**config.mk**
```make
export PLATFORM = sky130hd
export DESIGN_NAME = core_seq_ctrl
export DESIGN_NICKNAME = d
export VERILOG_FILES = /design/src/rtl/core_seq_ctrl.sv
export SDC_FILE = /design/constraint.sdc
export NUM_CORES = 1
export LEC_CHECK = 0
export ABC_AREA = 0
export CORE_MARGIN = 2
export CORE_UTILIZATION = 43
export CTS_BUF_LIST = sky130_fd_sc_hd__clkbuf_8
export CTS_CLUSTER_DIAMETER = 100
export DETAILED_ROUTE_END_ITERATION = 6
export GPL_ROUTABILITY_DRIVEN = 1
export PLACE_DENSITY = 0.76
export RECOVER_POWER = 100
export REMOVE_ABC_BUFFERS = 1
export SETUP_SLACK_MARGIN = 0.5
export SYNTH_ARGS = -nofsm -noshare
export SYNTH_HDL_FRONTEND = slang
export SYNTH_SLANG_ARGS = --single-unit
```
**constraint.sdc**
```tcl
create_clock -name clock -period 1.5 [get_ports clock]
set_input_delay 0.3 -clock clock [delete_from_list [all_inputs] [get_ports clock]]
set_output_delay 0.3 -clock clock [all_outputs]
set_load 0.02 [all_outputs]
```
**src/rtl/core_seq_ctrl.sv**
```systemverilog
`default_nettype none
// ============================================================================
// Module      : core_seq_ctrl
// Description : Multi-cycle FETCH/DECODE/EXEC/MEM/WB sequencer with memory-wait
//               timeout faults. Define CORE_SEQ_PERF_CNT_EN for cycle/instret counters.
// Revision    : 1.0 - initial release
// ============================================================================
module core_seq_ctrl #(
    parameter int unsigned TIMEOUT_CYCLES = 255
) (
    input  logic        clock,
    input  logic        reset,
    input  logic        start,
    input  logic        imem_ready,
    input  logic        dmem_ready,
    input  logic        is_load,
    input  logic        is_store,
    input  logic        rf_wEn_in,
    input  logic        illegal,
    output logic        imem_req,
    output logic        ir_en,
    output logic        dmem_req,
    output logic        dmem_wEn,
    output logic        rf_wEn,
    output logic        pc_en,
    output logic        halted,
    output logic [1:0]  fault,
`ifdef CORE_SEQ_PERF_CNT_EN
    output logic [31:0] cycle_count,
    output logic [31:0] instret,
`endif
    output logic [2:0]  state
);

    typedef enum logic [2:0] {
        ST_IDLE   = 3'd0,
        ST_FETCH  = 3'd1,
        ST_DECODE = 3'd2,
        ST_EXEC   = 3'd3,
        ST_MEM    = 3'd4,
        ST_WB     = 3'd5,
        ST_HALT   = 3'd6
    } state_t;

    localparam logic [1:0] c_FAULT_NONE    = 2'b00;
    localparam logic [1:0] c_FAULT_ILLEGAL = 2'b01;
    localparam logic [1:0] c_FAULT_IMEM    = 2'b10;
    localparam logic [1:0] c_FAULT_DMEM    = 2'b11;
    localparam logic [7:0] c_TIMEOUT       = 8'(TIMEOUT_CYCLES);

    state_t     r_state;
    logic [7:0] r_wait;
    logic [1:0] r_fault;
    logic       w_timeout;

    assign w_timeout = (r_wait == c_TIMEOUT);

    // The wait counter defaults to zero, so any state change clears it; it only
    // counts up while FETCH or MEM is held waiting for its ready.
    always_ff @(posedge clock) begin
        if (reset) begin
            r_state <= ST_IDLE;
            r_wait  <= 8'd0;
            r_fault <= c_FAULT_NONE;
        end else begin
            r_wait <= 8'd0;
            case (r_state)
                ST_IDLE: begin
                    if (start) r_state <= ST_FETCH;
                end
                ST_FETCH: begin
                    if (imem_ready) begin
                        r_state <= ST_DECODE;
                    end else if (w_timeout) begin
                        r_state <= ST_HALT;
                        r_fault <= c_FAULT_IMEM;
                    end else begin
                        r_wait <= r_wait + 8'd1;
                    end
                end
                ST_DECODE: begin
                    if (illegal) begin
                        r_state <= ST_HALT;
                        r_fault <= c_FAULT_ILLEGAL;
                    end else begin
                        r_state <= ST_EXEC;
                    end
                end
                ST_EXEC: begin
                    r_state <= (is_load || is_store) ? ST_MEM : ST_WB;
                end
                ST_MEM: begin
                    if (dmem_ready) begin
                        r_state <= ST_WB;
                    end else if (w_timeout) begin
                        r_state <= ST_HALT;
                        r_fault <= c_FAULT_DMEM;
                    end else begin
                        r_wait <= r_wait + 8'd1;
                    end
                end
                ST_WB:   r_state <= ST_FETCH;
                ST_HALT: r_state <= ST_HALT;
                default: r_state <= ST_IDLE;
            endcase
        end
    end

    // Outputs decode the state register; ir_en and the data/regfile strobes
    // also follow same-cycle handshake and decode inputs.
    assign state    = r_state;
    assign fault    = r_fault;
    assign halted   = (r_state == ST_HALT);
    assign imem_req = (r_state == ST_FETCH);
    assign ir_en    = (r_state == ST_FETCH) && imem_ready;
    assign dmem_req = (r_state == ST_MEM);
    assign dmem_wEn = (r_state == ST_MEM) && is_store;
    assign pc_en    = (r_state == ST_WB);
    assign rf_wEn   = (r_state == ST_WB) && rf_wEn_in && !is_store;

`ifdef CORE_SEQ_PERF_CNT_EN
    logic [31:0] r_cycle_count;
    logic [31:0] r_instret;

    always_ff @(posedge clock) begin
        if (reset) begin
            r_cycle_count <= 32'd0;
            r_instret     <= 32'd0;
        end else begin
            if (r_state != ST_IDLE && r_state != ST_HALT)
                r_cycle_count <= r_cycle_count + 32'd1;
            if (r_state == ST_WB)
                r_instret <= r_instret + 32'd1;
        end
    end

    assign cycle_count = r_cycle_count;
    assign instret     = r_instret;
`endif

endmodule
`default_nettype wire

```
==> results of run 1 <==
## metrics by stage
step,setup WS [ps],cells,utilization [%],TNS (ps),hold slack [ps]
after CTS,3.671,157,88.84,0,538.6
after global placement,-414.1,141,71.35,-2955,500.1
after detailed placement,-483.4,141,71.35,-3379,523.2
after floorplan,-371.7,82,-,-2039,368.9
## cells in the mapped netlist (all sizes together)
cell type,count
nor2,14
dfxtp,13
nand2,5
nor3b,5
o21ai,5
xor2,5
a21oi,3
buf,3
inv,3
nand4,3
a211oi,2
and2,2
nand2b,2
nand3,2
nor4,2
nor4b,2
xnor2,2
a2111oi,1
a311o,1
a31oi,1
and2b,1
and3,1
and3b,1
ha,1
nor2b,1
nor3,1
o21a,1
o221ai,1
or2,1
## timing repair
action	in CTS
gates resized for setup	112
cloned	1
endpoints found under the setup margin	25
buffers inserted	11
pin swaps	21
## cell families after synthesis
logic type	count (synthesis)
XOR/XNOR	7
buffers and inverters	6
AND/OR/NAND/NOR	43
AO/OA/AOI/OAI	15
adder cells (fa/ha/maj)	1
flip-flops	13
==> flow_summary.toml, run 1 <==
[yosys]
yosysWarnings = 0
synth_simple_gate_area_share_pct = 35.03
synth_area_um2 = 739.5
syn_inst = 85
synth_compound_area_share_pct = 15.57
synth_top_area_share_pct = 35.19
synth_area_leaders = "dfxtp_1, nor2_1, xor2_1"
synth_top_family_by_area = "simple AND/OR/NAND/NOR gates"
avgSynthCellArea_um2 = 8.700
yosys.area_share.adder_pct = 1.692
synth_cell_types = 37
synth-seq-area-share_pct = 35.19
ys_ff_latch = 13
synth_xor_area_share_pct = 8.291
yosys-mux-area-fraction_pct = 0
yosysTopAreaCell = "dfxtp_1"

[clock_tree]
clock-sinks = 13
clock_path_buffers = 2
cts-root-buf = "clkbuf_8"
numCtsBuffers = 3
ctsHoldBuffers = 0
h-tree-depth = 1

[status]
status = "stopped before the end"
firstError = "[ERROR DPL-0038] Utilization greater than 100%, impossible to legalize"
lastStage = "global routing (5_1_grt)"

[place]
post-dp-hpwl_um = 1569
gp_congestion = 0.8153
port_buffers = 20
place_area_um2 = 1112

[floorplan]
fp.dieW_um = 45.47
die-height_um = 45.47
rows = 14
ios = 21
start_util_pct = 47.43

[sta]
worstEpCategory = "sequential cell input"
crit_endpoint = "fault[1]$_SDFFE_PP0P_/D"

[grt]
grt_max_degree = 11
==> run 2, diff against run 1 <==
==> config.mk (replaced) <==
export PLATFORM = sky130hd
export DESIGN_NAME = core_seq_ctrl
export DESIGN_NICKNAME = d
export VERILOG_FILES = /design/src/rtl/core_seq_ctrl.sv
export SDC_FILE = /design/constraint.sdc
export NUM_CORES = 1
export LEC_CHECK = 0
export ABC_AREA = 0
export CORE_AREA = 2 2 63 65
export DETAILED_ROUTE_END_ITERATION = 6
export DIE_AREA = 0 0 65 67
export GPL_ROUTABILITY_DRIVEN = 1
export PLACE_DENSITY_LB_ADDON = 0.15
export RECOVER_POWER = 100
export REMOVE_ABC_BUFFERS = 1
export SYNTH_ARGS = -nofsm -noshare
export SYNTH_HDL_FRONTEND = slang
export SYNTH_SLANG_ARGS = --single-unit
==> constraint.sdc (replaced) <==
create_clock -name clock -period 2 [get_ports clock]
set_input_delay 0.4 -clock clock [delete_from_list [all_inputs] [get_ports clock]]
set_output_delay 0.4 -clock clock [all_outputs]
set_load 0.02 [all_outputs]
==> flow_summary.toml, run 2 <==
[status]
status = "completed"

[place]
port_buffers = 20
gp_congestion = 0.7259
post-dp-hpwl_um = 1453
pre_cts_slack_ps = -179.5

[yosys]
synth_top_area_share_pct = 35.19
synthTopCellsByCount = "dfxtp_1, nor2_1, xor2_1"
synthArstFlopShare_pct = 0
yosysTopAreaCell = "dfxtp_1"
synth_area_um2 = 739.5
synth_cell_types = 37
syn_inst = 85
ys_ff_latch = 13
synth-edff-count = 0
synth_area_leaders = "dfxtp_1, nor2_1, xor2_1"
avgSynthCellArea_um2 = 8.700
synth_ff_type = "dfxtp_1"
synth-seq-area-share_pct = 35.19
yosysWarnings = 0

[sta]
grt_setup_unrepaired = "no"
fin_skew_ps = 4.782
fmax_mhz = 536.7
worst_pin_slew_ps = 493.6
timing.final.ws_setup_ps = 136.9
drv_slew = 0
hold_viol = 0
setup_viol = 0
layout_worst_path_cycle_share_pct = 93.15
period_minus_slack_ps = 1863
slew_headroom_pct = 66.63

[floorplan]
die_area_um2 = 4355
ios = 21
die-height_um = 67
start_util_pct = 20.51
fp.dieW_um = 65
rows = 22
coreArea_um2 = 3606

[job]
max-cap-violations = 0

[finish]
fillers = 397
drive_gt1_share_pct = 17.24
final_common_cell = "nor2_1"
final_util_pct = 29.88
area.growth.synth_to_final_pct = 45.68
finish.net_count = 127
largest_register = "r_wait"
final_cell_mix = "nor2_1, dfxtp_1, clkdlybuf4s50_1, buf_4"
antenna_cells = 0
largest_reg_flops = 8

[grt]
overflow = 0
use_met2_pct = 16.88
grtUsageMet1_pct = 11.05
grt_max_degree = 11
antenna_found_initial = 0
first_global_vias = 712
track_usage_pct = 9.386
grt_pass1_wl_um = 3215
grt.met3_usage_pct = 2.365
busiest_layer = "met2"

[critical_path]
cp_max_fo = 2
arrival_ps = 1460
cp-start-kind = "primary input"
crit_family = "buffers and inverters"
crit_type = "in2out"
cp_num_buf_inv = 3
cp-end-kind = "output port"
crit_chain = "dlygate4sd3_1 > nand2_4 > inv_1 > dlygate4sd2_1"
slowest_stage = "dlygate4sd3_1"
ff2ff_setup_slack_ps = 350
slowest_delay_ps = 590
critPathRequiredTime_ps = 1600

[pwr]
ir_drop_v = 0.0001921
static-leakage-power_uw = 0.0004375
powerDensity_nw_per_um2 = 575.7

[clock_tree]
clock_path_buffers = 2
clkLatencyLatePin_ps = 240
clock-sinks = 13
ctsHoldBuffers = 0
cts_tree = "built"
cts-root-buf = "clkbuf_8"
numCtsBuffers = 3
clkSlewWorstSetupHoldPaths_ps = 60
h-tree-depth = 1

[detailed_routing]
routed_wl_um = 1836
ant_nets = 0
vias = 703
drc = 0
vias_per_cell = 4.287
drt_iter0_drc = 22
routedWlPerCell_um = 11.20
drt-pass1-iter-count = 4

[worst_hold_path]
hold_class = "reg2reg"
-- run 2: cell counts after synthesis --
No cell type changed its count.
-- run 2: area by class of cell --
cell class	count	area (um2)	share of cell area (%)
Sequential cell	13	264.0	24.51
Clock buffer	4	45.04	4.181
Timing Repair Buffer	30	249.0	23.11
Inverter	3	11.26	1.045
Multi-Input combinational cell	66	447.9	41.58
Tap cell	48	60.06	5.575
-- run 2: per-layer routing --
metal  up-vias  share of wire (%)  routed length, um
met5         -                  0                  0
met4         0                  0                  0
li1        363                  -                  -
met3         0                8.8                162
met2        20                 46                848
met1       320                 45                825
-- run 2: metrics by stage --
stage	setup TNS [ps]	total power, uW	area, um2	hold WS, ps	instances
after CTS	0	641.7	1111	479.4	164
final	0	620.2	1077	469.0	164
after global placement	-175.8	403.8	1047	442.6	159
after floorplan	0	340.5	719.4	426.0	82
after detailed placement	-261.9	403.9	1047	466.0	159
after global routing	0	656.5	1077	521.7	164
-- run 2: final timing paths --
kind         cells after the start   endpoint  startpoint
min                              1  r_wait[0]   r_wait[0]
min reg2reg                      1  r_wait[0]   r_wait[0]
max reg2reg                      5   fault[0]   r_wait[0]
max                              4      ir_en  imem_ready
-- run 2: where the power goes --
part | leakage (uW) | switching [uW] | internal (uW) | total [uW]
clock | 0.0000228 | 88.0 | 140 | 228
sequential | 0.000106 | 9.65 | 266 | 276
combinational | 0.000308 | 57.9 | 58.2 | 116
-- run 2: cells by family (layout without fill, tap and decap cells) --
kind of cell,Yosys count,in the layout,share of synthesized area [%]
compound gates,15,15,15.57
xor+xnor,7,7,8.291
fa+ha+maj,1,1,1.692
buf+inv,6,37,4.229
flops,13,13,35.19
simple gates,43,43,35.03
-- run 2: timing repair --
| item | in CTS | in global routing |
|---|---|---|
| resized for setup | 9 | 4 |
| endpoints found under the setup margin | 7 | 4 |
| setup buffers | 1 | 0 |
Power figures use the tool's default switching activity.
